==> src/rtl/ram_port_arbiter_if.sv <==
// +----------------------------------------------------------------------------+
// | ram_port_arbiter_if : client A/B request buses plus RAM-side port bundle    |
// | Revision: 1.0                                                              |
// +----------------------------------------------------------------------------+
`default_nettype none

interface ram_port_arbiter_if #(
  parameter int ADDR_WIDTH = 12,
  parameter int DATA_WIDTH = 8
);
  logic                  req_a;
  logic                  we_a;
  logic [ADDR_WIDTH-1:0] addr_a;
  logic [DATA_WIDTH-1:0] din_a;
  logic                  gnt_a;
  logic                  rvalid_a;

  logic                  req_b;
  logic                  we_b;
  logic [ADDR_WIDTH-1:0] addr_b;
  logic [DATA_WIDTH-1:0] din_b;
  logic                  gnt_b;
  logic                  rvalid_b;

  logic [DATA_WIDTH-1:0] rdata;
  logic                  busy;

  logic                  ram_we;
  logic [ADDR_WIDTH-1:0] ram_addr;
  logic [DATA_WIDTH-1:0] ram_din;
  logic [DATA_WIDTH-1:0] ram_dout;

  // Clients and the RAM instance together form the master side.
  modport master (
    output req_a, we_a, addr_a, din_a,
    output req_b, we_b, addr_b, din_b,
    output ram_dout,
    input  gnt_a, rvalid_a, gnt_b, rvalid_b, rdata, busy,
    input  ram_we, ram_addr, ram_din
  );

  modport slave (
    input  req_a, we_a, addr_a, din_a,
    input  req_b, we_b, addr_b, din_b,
    input  ram_dout,
    output gnt_a, rvalid_a, gnt_b, rvalid_b, rdata, busy,
    output ram_we, ram_addr, ram_din
  );
endinterface

`default_nettype wire

==> src/rtl/ram_port_arbiter.sv <==
// +----------------------------------------------------------------------------+
// | ram_port_arbiter : round-robin A/B sharing of one sync-read single-port RAM |
// | Optional post-reset RAM clear enabled by macro RAM_ARB_INIT_EN              |
// | Revision: 1.0                                                              |
// +----------------------------------------------------------------------------+
`default_nettype none

module ram_port_arbiter #(
  parameter int ADDR_WIDTH = 12,
  parameter int DATA_WIDTH = 8
) (
  input  wire logic         clk,
  input  wire logic         reset_n,
  ram_port_arbiter_if.slave bus
);

  logic                  w_run;
  logic                  w_sel_a;
  logic                  w_sel_b;
  logic                  w_gnt_a;
  logic                  w_gnt_b;
  logic [ADDR_WIDTH-1:0] w_init_addr;
  logic                  r_last_b;
  logic                  r_rvalid_a;
  logic                  r_rvalid_b;

`ifdef RAM_ARB_INIT_EN
  localparam logic [0:0]            c_st_init = 1'b0;
  localparam logic [0:0]            c_st_run  = 1'b1;
  localparam logic [ADDR_WIDTH-1:0] c_one     = {{(ADDR_WIDTH-1){1'b0}}, 1'b1};

  logic [0:0]            r_state;
  logic [ADDR_WIDTH-1:0] r_init_cnt;

  // Clear sweep: one address per cycle, leave INIT once the last address is written.
  always_ff @(posedge clk or negedge reset_n) begin
    if (!reset_n) begin
      r_state    <= c_st_init;
      r_init_cnt <= '0;
    end else if (r_state == c_st_init) begin
      r_init_cnt <= r_init_cnt + c_one;
      if (&r_init_cnt) begin
        r_state <= c_st_run;
      end
    end
  end

  assign w_run       = (r_state == c_st_run);
  assign w_init_addr = r_init_cnt;
  assign bus.busy    = (r_state == c_st_init);
`else
  assign w_run       = 1'b1;
  assign w_init_addr = '0;
  assign bus.busy    = 1'b0;
`endif

  // Ties go to whichever client was not served most recently.
  assign w_sel_a = bus.req_a & (~bus.req_b | r_last_b);
  assign w_sel_b = bus.req_b & (~bus.req_a | ~r_last_b);
  assign w_gnt_a = reset_n & w_run & w_sel_a;
  assign w_gnt_b = reset_n & w_run & w_sel_b;

  assign bus.gnt_a    = w_gnt_a;
  assign bus.gnt_b    = w_gnt_b;
  assign bus.rvalid_a = r_rvalid_a;
  assign bus.rvalid_b = r_rvalid_b;
  assign bus.rdata    = bus.ram_dout;

  always_comb begin
    bus.ram_we   = 1'b0;
    bus.ram_addr = bus.addr_a;
    bus.ram_din  = bus.din_a;
    if (!w_run) begin
      bus.ram_we   = reset_n;
      bus.ram_addr = w_init_addr;
      bus.ram_din  = {DATA_WIDTH{1'b0}};
    end else if (w_gnt_b) begin
      bus.ram_we   = bus.we_b;
      bus.ram_addr = bus.addr_b;
      bus.ram_din  = bus.din_b;
    end else if (w_gnt_a) begin
      bus.ram_we   = bus.we_a;
    end
  end

  always_ff @(posedge clk or negedge reset_n) begin
    if (!reset_n) begin
      r_last_b   <= 1'b1;
      r_rvalid_a <= 1'b0;
      r_rvalid_b <= 1'b0;
    end else begin
      r_rvalid_a <= w_gnt_a & ~bus.we_a;
      r_rvalid_b <= w_gnt_b & ~bus.we_b;
      if (w_gnt_a) begin
        r_last_b <= 1'b0;
      end else if (w_gnt_b) begin
        r_last_b <= 1'b1;
      end
    end
  end

endmodule

`default_nettype wire

==> src/flat_wrapper.sv <==
// flat-port wrapper written by rule: the top's interface ports become plain ports
module ram_port_arbiter_flat 
#(
  parameter int ADDR_WIDTH = 12,
  parameter int DATA_WIDTH = 8
)
  (clk, reset_n, bus_req_a, bus_we_a, bus_addr_a, bus_din_a, bus_req_b, bus_we_b, bus_addr_b, bus_din_b, bus_ram_dout, bus_gnt_a, bus_rvalid_a, bus_gnt_b, bus_rvalid_b, bus_rdata, bus_busy, bus_ram_we, bus_ram_addr, bus_ram_din);
  ram_port_arbiter_if #(.ADDR_WIDTH(ADDR_WIDTH), .DATA_WIDTH(DATA_WIDTH)) bus_i ();
  input  wire logic clk;
  input  wire logic reset_n;
  input wire logic [$bits(bus_i.req_a)-1:0] bus_req_a;
  input wire logic [$bits(bus_i.we_a)-1:0] bus_we_a;
  input wire logic [$bits(bus_i.addr_a)-1:0] bus_addr_a;
  input wire logic [$bits(bus_i.din_a)-1:0] bus_din_a;
  input wire logic [$bits(bus_i.req_b)-1:0] bus_req_b;
  input wire logic [$bits(bus_i.we_b)-1:0] bus_we_b;
  input wire logic [$bits(bus_i.addr_b)-1:0] bus_addr_b;
  input wire logic [$bits(bus_i.din_b)-1:0] bus_din_b;
  input wire logic [$bits(bus_i.ram_dout)-1:0] bus_ram_dout;
  output wire logic [$bits(bus_i.gnt_a)-1:0] bus_gnt_a;
  output wire logic [$bits(bus_i.rvalid_a)-1:0] bus_rvalid_a;
  output wire logic [$bits(bus_i.gnt_b)-1:0] bus_gnt_b;
  output wire logic [$bits(bus_i.rvalid_b)-1:0] bus_rvalid_b;
  output wire logic [$bits(bus_i.rdata)-1:0] bus_rdata;
  output wire logic [$bits(bus_i.busy)-1:0] bus_busy;
  output wire logic [$bits(bus_i.ram_we)-1:0] bus_ram_we;
  output wire logic [$bits(bus_i.ram_addr)-1:0] bus_ram_addr;
  output wire logic [$bits(bus_i.ram_din)-1:0] bus_ram_din;
  assign bus_i.req_a = bus_req_a;
  assign bus_i.we_a = bus_we_a;
  assign bus_i.addr_a = bus_addr_a;
  assign bus_i.din_a = bus_din_a;
  assign bus_i.req_b = bus_req_b;
  assign bus_i.we_b = bus_we_b;
  assign bus_i.addr_b = bus_addr_b;
  assign bus_i.din_b = bus_din_b;
  assign bus_i.ram_dout = bus_ram_dout;
  assign bus_gnt_a = bus_i.gnt_a;
  assign bus_rvalid_a = bus_i.rvalid_a;
  assign bus_gnt_b = bus_i.gnt_b;
  assign bus_rvalid_b = bus_i.rvalid_b;
  assign bus_rdata = bus_i.rdata;
  assign bus_busy = bus_i.busy;
  assign bus_ram_we = bus_i.ram_we;
  assign bus_ram_addr = bus_i.ram_addr;
  assign bus_ram_din = bus_i.ram_din;
  ram_port_arbiter #(.ADDR_WIDTH(ADDR_WIDTH), .DATA_WIDTH(DATA_WIDTH)) u_core (.clk(clk), .reset_n(reset_n), .bus(bus_i));
endmodule
==> config.mk <==
export PLATFORM = sky130hd
export DESIGN_NAME = ram_port_arbiter_flat
export DESIGN_NICKNAME = d
export VERILOG_FILES = /design/src/rtl/ram_port_arbiter_if.sv /design/src/rtl/ram_port_arbiter.sv /design/src/flat_wrapper.sv
export SDC_FILE = /design/constraint.sdc
export NUM_CORES = 1
export LEC_CHECK = 0
export BUFFER_PORTS_ARGS = -buffer_cell sky130_fd_sc_hd__buf_2
export CAP_MARGIN = 20
export CORE_ASPECT_RATIO = 0.8
export CORE_MARGIN = 3
export CORE_UTILIZATION = 28
export DETAILED_ROUTE_END_ITERATION = 12
export GPL_TIMING_DRIVEN = 0
export PLACE_DENSITY = 0.79
export SETUP_SLACK_MARGIN = 0.02
export SLEW_MARGIN = 10
export SYNTH_ARGS = -nofsm -noshare
export SYNTH_HDL_FRONTEND = slang
export SYNTH_SLANG_ARGS = --single-unit
==> constraint.sdc <==
create_clock -name clk -period 2.35 [get_ports clk]
set_clock_uncertainty 0.15 [all_clocks]
set_input_delay 0.3525 -clock clk [delete_from_list [all_inputs] [get_ports clk]]
set_output_delay 0.3525 -clock clk [all_outputs]
set_load 0.01 [all_outputs]
# ---- Word-level counts from Yosys, hierarchy flattened
# Index checks and enable logic that the tools add are counted.
# W data, S select, Z words.
dict set report classes {
  reduce_logical 1
  n_bitwise 13
  mux 6
  n_shift 0
  order_cmp 0
  n_div 0
  mul 0
  n_eq_ne 0
  add_sub_neg 0
}
# operator count
set ops {}
lappend ops {{$mux W12} 1}
lappend ops {{$mux W8} 1}
lappend ops {{$and A1 B1 Y1} 6}
lappend ops {{$not A1 Y1} 5}
lappend ops {{$mux W1} 4}
lappend ops {{$or A1 B1 Y1} 2}
lappend ops {{$reduce_bool A2 Y1} 1}
dict set report word_totals {
  mem_count 0
  ff_bits 3
  ram_bits 0
  input_bits 54
  rom_bits 0
  word_cells 23
  latch_bits 0
  output_inout_bits 34
}

# ---- Depth between registers and ports, before layout
# Gate-level depths: netlist of run 1.
dict set report depth {
  depth_word 6
  mapped_depth 5
  ltp_nobuf 3
}

# ---- Worst setup path before layout of run 1
# No wires, ideal clock.
dict set report synth_timing {
  path_type {register to output}
  start {reg u_core.r_last_b}
  end {out bus_ram_addr[10]}
  setup_slack_ns 0.521
  stages_incl_launch_ff 6
  t_arrival_ns 1.327
  n_path_buf 2
  t_required_ns 1.847
  path_cell_list {dfstp_2 nand2_1 and3_1 buf_6 buf_12 mux2_4}
}
dict set report synth_between {
  elab_chain_cells 5
}
# item line
set synth_lines {}
lappend synth_lines {{from (decl)} ram_port_arbiter.sv:23} ;# logic r_last_b;
lappend synth_lines {{from (signal assigned)} ram_port_arbiter.sv:88} ;# r_last_b <= 1'b1;
lappend synth_lines {{from (signal assigned)} ram_port_arbiter.sv:95} ;# r_last_b <= 1'b0;
lappend synth_lines {{from (signal assigned)} ram_port_arbiter.sv:97} ;# r_last_b <= 1'b1;
lappend synth_lines {{$not A1 Y1} ram_port_arbiter.sv:59} ;# assign w_sel_b = bus.req_b & (~bus.req_a | ~r_last_b);
lappend synth_lines {{$or A1 B1 Y1} ram_port_arbiter.sv:59}
lappend synth_lines {{$and A1 B1 Y1} ram_port_arbiter.sv:59}
lappend synth_lines {{$and A1 B1 Y1} ram_port_arbiter.sv:61} ;# assign w_gnt_b = reset_n & w_run & w_sel_b;
lappend synth_lines {{via bus_gnt_b} flat_wrapper.sv:22} ;# output wire logic [$bits(bus_i.gnt_b)-1:0] bus_gnt_b;
lappend synth_lines {{$mux W12} ram_port_arbiter.sv:77} ;# end else if (w_gnt_b) begin
lappend synth_lines {{to (decl)} flat_wrapper.sv:27} ;# output wire logic [$bits(bus_i.ram_addr)-1:0] bus_ram_addr;
# The timed path passes the listed nets, and every way through them passes these cells.

# ---- Final worst setup path of run 1
dict set report layout_timing {
  start {reg u_core.r_last_b}
  end {out bus_ram_din[2]}
}
dict set report layout_between {
  elab_chain_cells 5
}
# item line
set layout_lines {}
lappend layout_lines {{$not A1 Y1} ram_port_arbiter.sv:59}
lappend layout_lines {{$or A1 B1 Y1} ram_port_arbiter.sv:59}
lappend layout_lines {{$and A1 B1 Y1} ram_port_arbiter.sv:59}
lappend layout_lines {{$and A1 B1 Y1} ram_port_arbiter.sv:61}
lappend layout_lines {{$mux W8} ram_port_arbiter.sv:77}
lappend layout_lines {{to (decl)} flat_wrapper.sv:28} ;# output wire logic [$bits(bus_i.ram_din)-1:0] bus_ram_din;
# No other way between the ends.

==> results of run 1 <==
-- layout by cell type (no fill, tap or decap) --
master,count
buf_4,9
clkbuf_1,1
dlygate4sd3_1,1
nor2b_1,2
clkbuf_4,3
nand3_1,2
nand2_1,1
dfstp_2,1
and3_2,1
a21oi_1,1
dfrtp_1,2
buf_6,1
nand2b_1,1
mux2_2,2
conb_1,1
buf_2,78
mux2_4,18
and3_1,1
a21boi_0,1
buf_12,2
a31oi_1,1
-- worst max-delay path: stages (launching register included) --
cell and delay (ps):
dfstp_2 540, nand2_1 70, and3_1 190, buf_6 130, buf_12 140, mux2_4 290, buf_2 140
-- worst max path at each step --
stage                     depth (start not counted)  slack [ps]            start                to
after global placement                            6         370  u_core.r_last_b    bus_ram_din[5]
after CTS                                         6         110  u_core.r_last_b    bus_ram_din[2]
final                                             6         110  u_core.r_last_b    bus_ram_din[2]
after floorplan                                   5         520  u_core.r_last_b  bus_ram_addr[10]
after detailed placement                          6         350  u_core.r_last_b    bus_ram_din[2]
after global routing                              6          50  u_core.r_last_b   bus_ram_addr[3]
-- metal layers --
| layer | track usage, % | wire length (um) | vias up |
|---|---|---|---|
| li1 | - | - | 321 |
| met1 | 12.60 | 617 | 290 |
| met2 | 23.82 | 1020 | 46 |
| met3 | 3.966 | 236 | 0 |
| met4 | 2.844 | 0 | 0 |
| met5 | 0 | 0 | - |
-- area by class of cell --
type	count	area (um^2)	area share, %
Sequential cell	3	76.32	7.550
Multi-Input combinational cell	32	361.6	35.77
Timing Repair Buffer	79	400.4	39.60
Buffer	12	118.9	11.76
Tap cell	22	27.53	2.723
Clock buffer	4	26.28	2.599
-- state kept, by name, indices dropped and copies added, names as in the netlist --
register,flops
u_core.bus.rvalid_a,1
u_core.bus.rvalid_b,1
u_core.r_last_b,1
-- power by group --
group          leakage [nW]  internal [W]  total (W)  switching [W]
Clock                0.0150     0.0000635  0.0000881      0.0000246
Sequential           0.0377     0.0000594  0.0000630     0.00000359
Combinational         0.553      0.000125   0.000202      0.0000779
-- synth_stat cells --
library cell  instances
a31oi_1               1
a21oi_1               1
mux2_4               18
buf_12                2
mux2_2                2
conb_1                1
and3_1                1
nand2b_1              1
dfstp_2               1
and3_2                1
dfrtp_1               2
nor2b_1               2
buf_4                 9
nand2_1               1
nand3_1               2
a21boi_0              1
buf_6                 1
-- through the flow --
| step | hold WS, ps | total power [W] | instances | instance area (um^2) | worst slack, ps |
|---|---|---|---|---|---|
| CTS | 131.1 | 0.0003594 | 152 | 1011 | 105.4 |
| global route | 130.3 | 0.0003787 | 152 | 1011 | 54.18 |
| detailed placement | 27.02 | 0.0002664 | 147 | 974.7 | 354.6 |
| floorplan | -93.09 | 0.0001828 | 47 | 556.8 | 521.0 |
| finish | 134.4 | 0.0003535 | 152 | 1011 | 110.6 |
| global placement | 22.79 | 0.0002604 | 147 | 974.7 | 373.8 |
-- cell families (layout without fill, tap and decap cells) --
logic type | count (synthesis) | in the layout | share of synthesized area, %
muxes | 20 | 20 | 52.58
buffers and inverters | 12 | 95 | 21.35
and+or+nand+nor | 8 | 8 | 8.316
AOI/OAI and AO/OA | 3 | 3 | 3.371
DFF | 3 | 3 | 13.71
other | 1 | 1 | 0.6735
-- what timing repair did --
| action | CTS | global route |
|---|---|---|
| hold buffers | 1 | 0 |
| hold endpoints to repair | 3 | 0 |
| buffers inserted | 0 | 0 |
==> reports/metrics.csv, run 1 <==
metric,value,unit
antenna cells,0,
r2r startpoint,u_core.r_last_b,
post-synth top area share,48.54,%
die area,0.002563,mm^2
Worst IR Drop VDD,0.2894,mV
WL per Instance,12.34,um
pwr/cell area,349.7,mW/mm^2
Synth Instances,47,
CP required,1850,ps
minimum clock period,2239,ps
crit path max fanout,10,
final design utilization,58.09,%
Routed WL,1.875,mm
"Reg clk slew, reported paths",40,ps
Core ar.,0.001740,mm^2
P&R area growth vs syn,81.57,%
WHS Endpoint,u_core.bus.rvalid_a,
Mapped Area,556.8,um^2
Clock Latency Late Sink,230,ps
number of global-route vias before repair,580,
routed via count,657,
DP Wirelength,1.687,mm
worst r2r dst,u_core.bus.rvalid_b,
Worst Hold Class,in -> reg,
Ports,88,
fmax,446.5,MHz
Die W,55.86,um
"flops & latches, synth",3,
Final period util,95.29,%
Synth area leaders,"mux2_4 49%, buf_4 12%, dfrtp_1 9.0%",
number of DRC markers in iteration 0,3,
# rows,13,
clock sinks,3,
routed vias/inst,4.322,
Clock Path Buffers,2,
R2R depth,5,
critical path endpoint category,output pin,
GPL Wtd Cong,0.7747,
layout cells sized above 1,88.46,%
CTS root buffer,clkbuf_4,
first-pass GRT wire length,2.484,mm
# fillers,158,
hold path depth,2,
Yosys warning total,0,
DRC errors left,0,
Nets,185,
RSZ-0062 raised after global routing,no,
data arrival time of the critical path,1740,ps
Initial Util,31.99,%
kind of critical path,reg -> out,
Finish-stage setup viols,0,
initial antenna violation count,0,
Fin. Hold Viols,0,
max-slew violations,0,
CTS buffer count,3,
Die H,45.89,um
DRT antenna net count,0,
post-route setup TNS,0,ps
"Distinct cells, synth",17,
maxcap violations,0,
dominant cell type by area after synthesis,mux2_4,
Syn Area/Cell,11.85,um^2
status,"complete, no violations",
largest net degree at the start of global routing,11,
drt first pass iters,3,
sequential fraction of the synthesis area,13.71,%
gr ovfl total,0,
CTS tree,done,
H-tree depth,1,
post-cts sizing count,0,
Pleak,0.6060,nW
crit start category,flip-flop,
port buffer count,78,
hold path startpoint,bus_we_a,
"reg-to-reg slack, setup",890,ps
Synth Net Count,101,
GRT Total Usage,12.01,%
No activity file was read; power rests on OpenSTA's default activity.
==> run 2: changes to the inputs <==
Settings changed: GPL_TIMING_DRIVEN 0 to unset.
==> run 2 against run 1 <==
Via count down 11%. Non-clock buffer count fell by 19. Setup slack better by 55 ps. Global-route usage decreased by 0.48 points. Cell area shrank 14%. Routed wire length fell by 11%. Sequential share of layout area rose by 1.2 points. Flip-flop and latch count did not move. Register-to-register slack improved by 50 ps. Critical path type unchanged. Critical endpoint unchanged.
==> reports/metrics.csv, run 2 (synthesis gave the netlist of run 1 again) <==
metric,value,unit
Routed WL,1.666,mm
post-cts sizing count,0,
CTS tree,done,
Ports,88,
fmax,457.8,MHz
routed vias/inst,4.398,
post-route setup TNS,0,ps
Clock Path Buffers,2,
data arrival time of the critical path,1680,ps
Nets,166,
largest net degree at the start of global routing,23,
Layout Cells excl Fill,133,
Worst IR Drop VDD,0.3600,mV
first-pass GRT wire length,2.387,mm
crit-path cells,nand2_1 > and3_1 > buf_12 > mux2_4 > buf_2,
number of DRC markers in iteration 0,4,
Clock Latency Late Sink,240,ps
"Reg clk slew, reported paths",40,ps
DRC errors left,0,
total power,0.0003296,W
maxcap violations,0,
Die W,55.86,um
RSZ-0062 raised after global routing,no,
gr ovfl total,0,
crit path max fanout,22,
Die H,45.89,um
Net Switching,0.0001024,W
port buffer count,70,
DP Wirelength,1.397,mm
Finish-stage setup viols,0,
number of global-route vias before repair,569,
initial antenna violation count,0,
minimum clock period,2184,ps
"commonest non-fill, non-tap cell in the layout",buf_2,
CP required,1850,ps
"Largest stage delay, worst path",540,ps
kind of critical path,reg -> out,
GRT Total Usage,11.53,%
max-slew violations,0,
WL per Instance,12.53,um
hold slack final,129.2,ps
GPL Wtd Cong,0.7042,
status,"complete, no violations",
Clock Power Share,28.6,%
CTS buffer count,3,
sw frac,31.06,%
# rows,13,
Pleak,0.5159,nW
Seq pwr share,19.1,%
routed via count,585,
final design utilization,50.11,%
DRT antenna net count,0,
layout cells sized above 1,86.49,%
H-tree depth,1,
drt first pass iters,2,
Final period util,92.96,%
Worst Hold Class,in -> reg,
Core ar.,0.001740,mm^2
Fin. Hold Viols,0,
CTS root buffer,clkbuf_4,
pwr/cell area,377.9,mW/mm^2
placed cells,128,
critical path endpoint category,output pin,
crit start category,flip-flop,
# fillers,159,
Comb pwr share,52.3,%
antenna cells,0,
clock sinks,3,
P&R area growth vs syn,56.63,%
FF+latch area,76.32,um^2
Int Pwr,0.0002272,W
most frequent cells in the layout,"70 x buf_2, 18 x mux2_4, 3 x clkbuf_4",
area of the multi-input gates,361.6,um^2
slowest CP cell,dfstp_2,
die area,0.002563,mm^2
Initial Util,31.99,%
-- run 2: changes by cell type in the layout (fill, tap and decap cells not counted), sizes merged --
cell  previous run  this run
buf             90        71
-- run 2: routing by layer --
layer | vias to the layer above | track usage (%) | part of all wire, %
met5 | - | 0 | 0
met4 | 0 | 4.265 | 0
met3 | 0 | 6.232 | 16
met2 | 40 | 21.46 | 51
met1 | 261 | 11.13 | 34
li1 | 284 | - | -
-- run 2: final cells by class --
type	instances	area share, %
clock buffer	4	3.013
multi-input combinational	32	41.46
sequential	3	8.752
tap	22	3.156
timing repair buffer	72	43.62
-- run 2: final timing paths --
check | start | endpoint | slack (ps) | depth (start not counted)
worst max register to register | u_core.r_last_b | u_core.bus.rvalid_b | 940 | 4
worst min-delay path | bus_we_a | u_core.bus.rvalid_a | 130 | 2
min in group asynchronous | reset_n | u_core.bus.rvalid_a | 370 | 2
worst max-delay path | u_core.r_last_b | bus_ram_din[2] | 170 | 5
worst min register to register | u_core.r_last_b | u_core.r_last_b | 400 | 2
max in group asynchronous | reset_n | u_core.r_last_b | 1460 | 2
-- run 2: power by group through the flow --
stage,combinational [W],sequential (W),clock [W]
after floorplan,0.000119,0.0000634,0
after global placement,0.000168,0.0000629,0
after detailed placement,0.000172,0.0000636,0
after CTS,0.000174,0.0000630,0.0000984
after global routing,0.000185,0.0000637,0.000106
final,0.000172,0.0000629,0.0000944
-- run 2: worst max-delay path, delay by kind of cell, from the launching register on --
kind / cells / cell delay, ps
flip-flops: 1 / 540
AND/OR/NAND/NOR: 2 / 280
multiplexers: 1 / 300
buffers and inverters: 2 / 320
-- run 2: what timing repair did --
action | in CTS | in global routing
setup buffers | 0 | 0
hold buffers | 1 | 0
hold endpoints to repair | 3 | 0
-- run 2: per-stage QoR --
| step | instance area (um^2) | setup WS (ps) |
|---|---|---|
| after floorplan | 556.8 | 521.0 |
| after global placement | 835.8 | 431.4 |
| final | 872.1 | 165.5 |
| after global routing | 872.1 | 94.82 |
| after detailed placement | 835.8 | 398.5 |
| after CTS | 872.1 | 156.8 |
